$ cat src/rtl/axis_spi_arb_pkg.sv
// Shared types and helpers for the SPI master arbiter.
package axis_spi_arb_pkg;

  typedef enum logic [1:0] {
    IDLE  = 2'd0,
    TX    = 2'd1,
    DRAIN = 2'd2
  } arb_state_t;

  // The counter must hold MAX_OUTSTANDING itself, not just MAX_OUTSTANDING-1.
  function automatic int cnt_width(input int max_outstanding);
    return $clog2(max_outstanding) + 1;
  endfunction

endpackage

$ cat src/rtl/rr_arbiter.sv
// Combinational round-robin pick: first requester after last_grant, wrapping.
module rr_arbiter #(
  parameter int NUM_REQ = 2
) (
  input  logic [NUM_REQ-1:0] req,
  input  logic [NUM_REQ-1:0] last_grant,
  output logic [NUM_REQ-1:0] gnt
);

  always_comb begin
    int   last;
    logic found;
    gnt   = '0;
    last  = 0;
    found = 1'b0;
    for (int i = 0; i < NUM_REQ; i++)
      if (last_grant[i]) last = i;
    // Offset k=NUM_REQ revisits last_grant itself, so a lone requester is re-granted.
    for (int k = 1; k <= NUM_REQ; k++)
      for (int i = 0; i < NUM_REQ; i++)
        if (!found && req[i] && ((last + k) % NUM_REQ) == i) begin
          gnt[i] = 1'b1;
          found  = 1'b1;
        end
  end

endmodule

$ cat src/rtl/axis_spi_arbiter.sv
// Round-robin sharing of one axis_spi_master between NUM_REQ AXI-Stream requesters.
module axis_spi_arbiter
  import axis_spi_arb_pkg::*;
#(
  parameter int NUM_REQ         = 2,
  parameter int DATA_WIDTH      = 8,
  parameter int SLAVE_NUM       = 1,
  parameter int ADDR_WIDTH      = (SLAVE_NUM > 1 ? $clog2(SLAVE_NUM) : 1),
  parameter int MAX_OUTSTANDING = 16
) (
  input  logic                          clk_i,
  input  logic                          arstn_i,
  input  logic [NUM_REQ*DATA_WIDTH-1:0] req_tdata_i,
  input  logic [NUM_REQ-1:0]            req_tvalid_i,
  input  logic [NUM_REQ-1:0]            req_tlast_i,
  input  logic [NUM_REQ*ADDR_WIDTH-1:0] req_addr_i,
  output logic [NUM_REQ-1:0]            req_tready_o,
  output logic [DATA_WIDTH-1:0]         rsp_tdata_o,
  output logic [NUM_REQ-1:0]            rsp_tvalid_o,
  output logic                          rsp_tlast_o,
  input  logic [NUM_REQ-1:0]            rsp_tready_i,
  output logic [DATA_WIDTH-1:0]         spi_tdata_o,
  output logic                          spi_tvalid_o,
  input  logic                          spi_tready_i,
  output logic [ADDR_WIDTH-1:0]         spi_addr_o,
  input  logic [DATA_WIDTH-1:0]         spi_rx_tdata_i,
  input  logic                          spi_rx_tvalid_i,
  output logic                          spi_rx_tready_o,
  output logic [NUM_REQ-1:0]            grant_o,
  output logic                          busy_o,
  output logic                          drop_o
);

  localparam int            CW      = cnt_width(MAX_OUTSTANDING);
  localparam logic [CW-1:0] CNT_MAX = CW'(MAX_OUTSTANDING);
  localparam logic [CW-1:0] CNT_ONE = CW'(1);

  arb_state_t              state;
  logic [NUM_REQ-1:0]      last_grant;
  logic [NUM_REQ-1:0]      pick;
  logic [CW-1:0]           cnt;
  logic [DATA_WIDTH-1:0]   sel_tdata;
  logic                    sel_tvalid;
  logic                    sel_tlast;
  logic                    sel_rsp_tready;
  logic [ADDR_WIDTH-1:0]   pick_addr;
  logic                    full;
  logic                    stray;
  logic                    tx_hs;
  logic                    rx_hs;

  rr_arbiter #(.NUM_REQ(NUM_REQ)) u_rr (
    .req        (req_tvalid_i),
    .last_grant (last_grant),
    .gnt        (pick)
  );

  always_comb begin
    sel_tdata      = '0;
    sel_tvalid     = 1'b0;
    sel_tlast      = 1'b0;
    sel_rsp_tready = 1'b0;
    pick_addr      = '0;
    for (int i = 0; i < NUM_REQ; i++) begin
      if (grant_o[i]) begin
        sel_tdata      = req_tdata_i[i*DATA_WIDTH +: DATA_WIDTH];
        sel_tvalid     = req_tvalid_i[i];
        sel_tlast      = req_tlast_i[i];
        sel_rsp_tready = rsp_tready_i[i];
      end
      if (pick[i]) pick_addr = req_addr_i[i*ADDR_WIDTH +: ADDR_WIDTH];
    end
  end

  assign full  = (cnt == CNT_MAX);
  // With nothing in flight any RX beat is unsolicited and is swallowed.
  assign stray = (state == IDLE) || (cnt == '0);

  always_comb begin
    spi_tdata_o     = sel_tdata;
    spi_tvalid_o    = (state == TX) && sel_tvalid && !full;
    req_tready_o    = ((state == TX) && spi_tready_i && !full) ? grant_o : '0;
    rsp_tdata_o     = spi_rx_tdata_i;
    rsp_tvalid_o    = (!stray && spi_rx_tvalid_i) ? grant_o : '0;
    spi_rx_tready_o = stray ? 1'b1 : sel_rsp_tready;
    rsp_tlast_o     = (state == DRAIN) && (cnt == CNT_ONE) && spi_rx_tvalid_i;
    busy_o          = (state != IDLE);
  end

  assign tx_hs = spi_tvalid_o && spi_tready_i;
  assign rx_hs = !stray && spi_rx_tvalid_i && sel_rsp_tready;

  always_ff @(posedge clk_i or negedge arstn_i) begin
    if (!arstn_i) begin
      state      <= IDLE;
      grant_o    <= '0;
      spi_addr_o <= '0;
      cnt        <= '0;
      last_grant <= {1'b1, {(NUM_REQ-1){1'b0}}};
      drop_o     <= 1'b0;
    end else begin
      drop_o <= stray && spi_rx_tvalid_i;
      if (tx_hs && !rx_hs)
        cnt <= cnt + CNT_ONE;
      else if (rx_hs && !tx_hs)
        cnt <= cnt - CNT_ONE;
      case (state)
        IDLE: begin
          if (|req_tvalid_i) begin
            grant_o    <= pick;
            spi_addr_o <= pick_addr;
            state      <= TX;
          end
        end
        TX: begin
          if (tx_hs && sel_tlast) state <= DRAIN;
        end
        DRAIN: begin
          if (cnt == '0) begin
            last_grant <= grant_o;
            grant_o    <= '0;
            state      <= IDLE;
          end
        end
        default: state <= IDLE;
      endcase
    end
  end

endmodule

$ cat config.mk
export PLATFORM = sky130hd
export DESIGN_NAME = axis_spi_arbiter
export DESIGN_NICKNAME = d
export VERILOG_FILES = /design/src/rtl/axis_spi_arb_pkg.sv /design/src/rtl/rr_arbiter.sv /design/src/rtl/axis_spi_arbiter.sv
export SDC_FILE = /design/constraint.sdc
export NUM_CORES = 1
export LEC_CHECK = 0
export ABC_AREA = 1
export CAP_MARGIN = 30
export CORE_MARGIN = 2
export CORE_UTILIZATION = 38
export CTS_BUF_LIST = sky130_fd_sc_hd__clkbuf_16
export CTS_CLUSTER_SIZE = 14
export DETAILED_ROUTE_END_ITERATION = 10
export HOLD_SLACK_MARGIN = 0.05
export PLACE_DENSITY = 0.83
export SLEW_MARGIN = 20
export SYNTH_ARGS = -nofsm -noshare
export SYNTH_HDL_FRONTEND = slang
export SYNTH_SLANG_ARGS = --single-unit
$ cat constraint.sdc
create_clock -name clk_i -period 5.5 [get_ports clk_i]
set_input_delay 1.1 -clock clk_i [delete_from_list [all_inputs] [get_ports clk_i]]
set_output_delay 1.1 -clock clk_i [all_outputs]
set_load 0.02 [all_outputs]
==> summary.md <==
| Metric | Value |
|---|---|
| Total grt overflow | 0 |
| Synth top area cells | dfrtp_1 (29%), nand2_1 (12%), a22o_1 (7.3%), inv_1 (7.0%), ha_1 (6.5%) |
| Count of final setup violators | 0 |
| Post-DP Area | around 1400 sq um |
| Min-delay worst type | register to register |
| Worst EP arrival | approximately 2.6 ns |
| Die H | ~54 um |
| Hold_buf cts | 0 |
| Complex-gate fraction of the synthesized area | ~13% |
| Power Density | about 480 nW/um^2 |
| Post-synth cell types | 24 |
| Static leakage | around 0.00068 uW |
| DRT Pass-1 Iters | 4 |
| Gpl congestion | 0.774 |
| Skew final | 0.000641 ns |
| DRT Wirelength | 2800 um |
| Net Count, Synth | 173 |
| Fin crit share | roughly two thirds |
| Core Rows | 18 |
| Port-buffer cells | 47 |
| Final min period | between 3 and 4 ns |
| Clock power frac | 18.8% |
| Post-Syn Area | 960 sq um |
| Synth Area in XOR/XNOR | roughly 2.7% |
| Die area | approximately 2900 sq um |
| Synth Area in Simple Gates | a little under a third |
| Layout cells sized above 1 | 7.47% |
| Root Driver | clkbuf_16 |
| FMAX | approximately 0.27 GHz |
| Worst Tran Pin Value | 0.539 ns |
| Htree depth | 1 |
| Number of flops mapped to enable cells by yosys | 0 |
| Area grow syn2layout | 53.7% |
| ANT cells | 0 |
| CTS tree | done |
| Synthesized flop and latch total | 12 |
| Area leader, netlist | dfrtp_1 |
| HPWL Detailed | 2260 um |
| Switch share | between 40 and 50% |
| Avg WL per Cell | between 10 and 15 um |
| Logic pwr share | between 50% and 60% |
| Type of origin of the critical path | input pin |
| Non-Filler Instances | ~200 |
| Post-CTS setup buffer count | 0 |
| Global-route wire length before repair | between 4000 and 5000 um |
| CP Class | input pin to primary output |
| Net Switching | 307 uW |
| Layout Utilization | 60.6% |
| Slew headroom | ~64% |
| Initial antenna violation count | 0 |
| Maximum net fanout on the critical path | 5 |
| Pint | 400 uW |
| Most frequent cell after synthesis | nand2_1 |
| Reg2reg path depth | 12 |
| Fin. Hold Viols | 0 |
| Most frequent cells after synthesis | nand2_1 (30), inv_1 (18), nor2_1 (15) |
| Share of synthesized registers carrying an async set or reset | 100% |
| Flop-to-flop setup slack | ~3.2 ns |
| Num CTS Buffers | 3 |
| Tot GR Track Use | between 15 and 20% |
| Dominant combinational cell family by area after synthesis | simple AND/OR/NAND/NOR gates |
| Critical Path RT | ~4.4 ns |
| Mux share of post-synthesis cell area | 0% |
| Post-synthesis adder-cell area fraction | between 6 and 7% |
| Max-slew violation count | 0 |
| Post-route ant nets | 0 |
| Final #Nets | ~220 |
| Vias per cell | 4.90 |
| Core area | 2430 sq um |
| Vias in the first global route | 929 |
| DR iter-0 viols | 20 |
| Dominant synthesized flop cell | dfrtp_1 |
| Placed cells | 200 |
| YS warnings | 0 |
| Final total power | 707 uW |
| Status | completed |
| Initial core utilization | ~39% |
| CTS sink cnt | 12 |
| HP Start | last_grant[1] |
| Residual DRC count | 0 |
| Max-cap violations | 0 |
| Clock Latency Late Sink | between 0.2 and 0.25 ns |
| Maximum buffer depth of the clock tree | 2 |
| Resize count post-CTS | 0 |
| Die X | between 50 and 60 um |
| Worst setup EP type | primary output |
| Hold path depth | 2 |
| Clock Pin Slew Worst Setup and Hold Paths | 0.04 ns |
| Sequential Power Share | a little under a quarter |
| RSZ-0062 raised after global routing | false |
| Worst vdd ir | 0.278 mV |
| Worst setup startpoint | req_tvalid_i[0] |
| Ports | 64 |
| Post-Synthesis Cells | roughly 130 |
| Vias | 999 |
| Avg Inst Size Synth | 7.27 sq um |
| Worst r2r src | cnt[0] |
| Setup TNS Final | 0 ns |
| Cell area after layout | around 1500 sq um |
| Pin count of the biggest net entering global routing | 15 |
| Seq/Total Area, Yosys | 31.4% |
| Top cell type's share of synthesized area | 28.7% |
cells in the final DEF (no fill, tap or decap):
| cell | count |
|---|---|
| nand2_1 | 30 |
| clkbuf_16 | 3 |
| nand3_2 | 1 |
| nand4_1 | 5 |
| nor2_1 | 15 |
| clkdlybuf4s50_1 | 47 |
| nand2_2 | 3 |
| inv_1 | 18 |
| a21oi_1 | 1 |
| dfrtp_1 | 11 |
| ha_1 | 5 |
| nor2_2 | 1 |
| nand3_1 | 7 |
| o21ai_0 | 6 |
| xnor2_1 | 1 |
| xor2_1 | 2 |
| dfstp_2 | 1 |
| inv_2 | 2 |
| a31oi_1 | 1 |
| clkinv_1 | 1 |
| a22o_1 | 8 |
| nor2_4 | 2 |
| o21ai_1 | 1 |
| a22oi_1 | 1 |
| or2_1 | 1 |
final cells by class:
type                    count  area, sq um
clock inverters             1         3.75
multi-input cells          91          512
flip-flops and latches     12          302
fillers                   215          957
repair buffers             47          470
inverters                  20         75.1
well taps                  30         37.5
clock buffers               3         75.1
critical path, cell delays in order:
cell	delay, ns
clkdlybuf4s50_1	0.57
nand3_1	0.14
nand2_1	0.10
nand2_1	0.05
nor2_1	0.09
clkdlybuf4s50_1	0.60
layer usage:
metal  track usage [%]  share of wire [%]  vias up  wire length, um
met5                 0                  0        -                0
met4              5.83                1.6        0               46
met3              5.46                5.5        6              154
met2              37.8                 54       35             1520
met1              20.8                 39      455             1090
li1                  -                  -      503                -
sequential cells by signal, summed over array words and instances (netlist names):
register and cells:
cnt 5, grant_o 2, state 2, drop_o 1, last_grant 1, spi_addr_o 1
through the flow:
stage                     worst slack, ns  hold slack, ns
final                                1.76           0.509
after detailed placement             1.80           0.504
after floorplan                      2.79           0.475
after global placement               1.84           0.486
after global routing                 1.71           0.538
after CTS                            1.78           0.511
final timing paths:
kind                            endpoint
max                         spi_tvalid_o
min                        last_grant[1]
max reg2reg                       cnt[2]
min reg2reg                last_grant[1]
max in group asynchronous  last_grant[1]
min in group asynchronous     spi_addr_o
cell families (layout without fill, tap and decap cells):
logic type	after synthesis	after routing
AO/OA/AOI/OAI	18	18
XOR/XNOR	3	3
adder cells (fa/ha/maj)	5	5
buffers and inverters	29	71
flip-flops	12	12
AND/OR/NAND/NOR	65	65
power by group through the flow:
stage / combinational, uW / sequential, uW / clock (uW)
global route: 445 / 177 / 141
finish: 405 / 169 / 133
detailed placement: 402 / 169 / 0
floorplan: 248 / 171 / 0
CTS: 406 / 169 / 135
global placement: 388 / 168 / 0
Note: power is estimated with default switching activity, not from simulation.
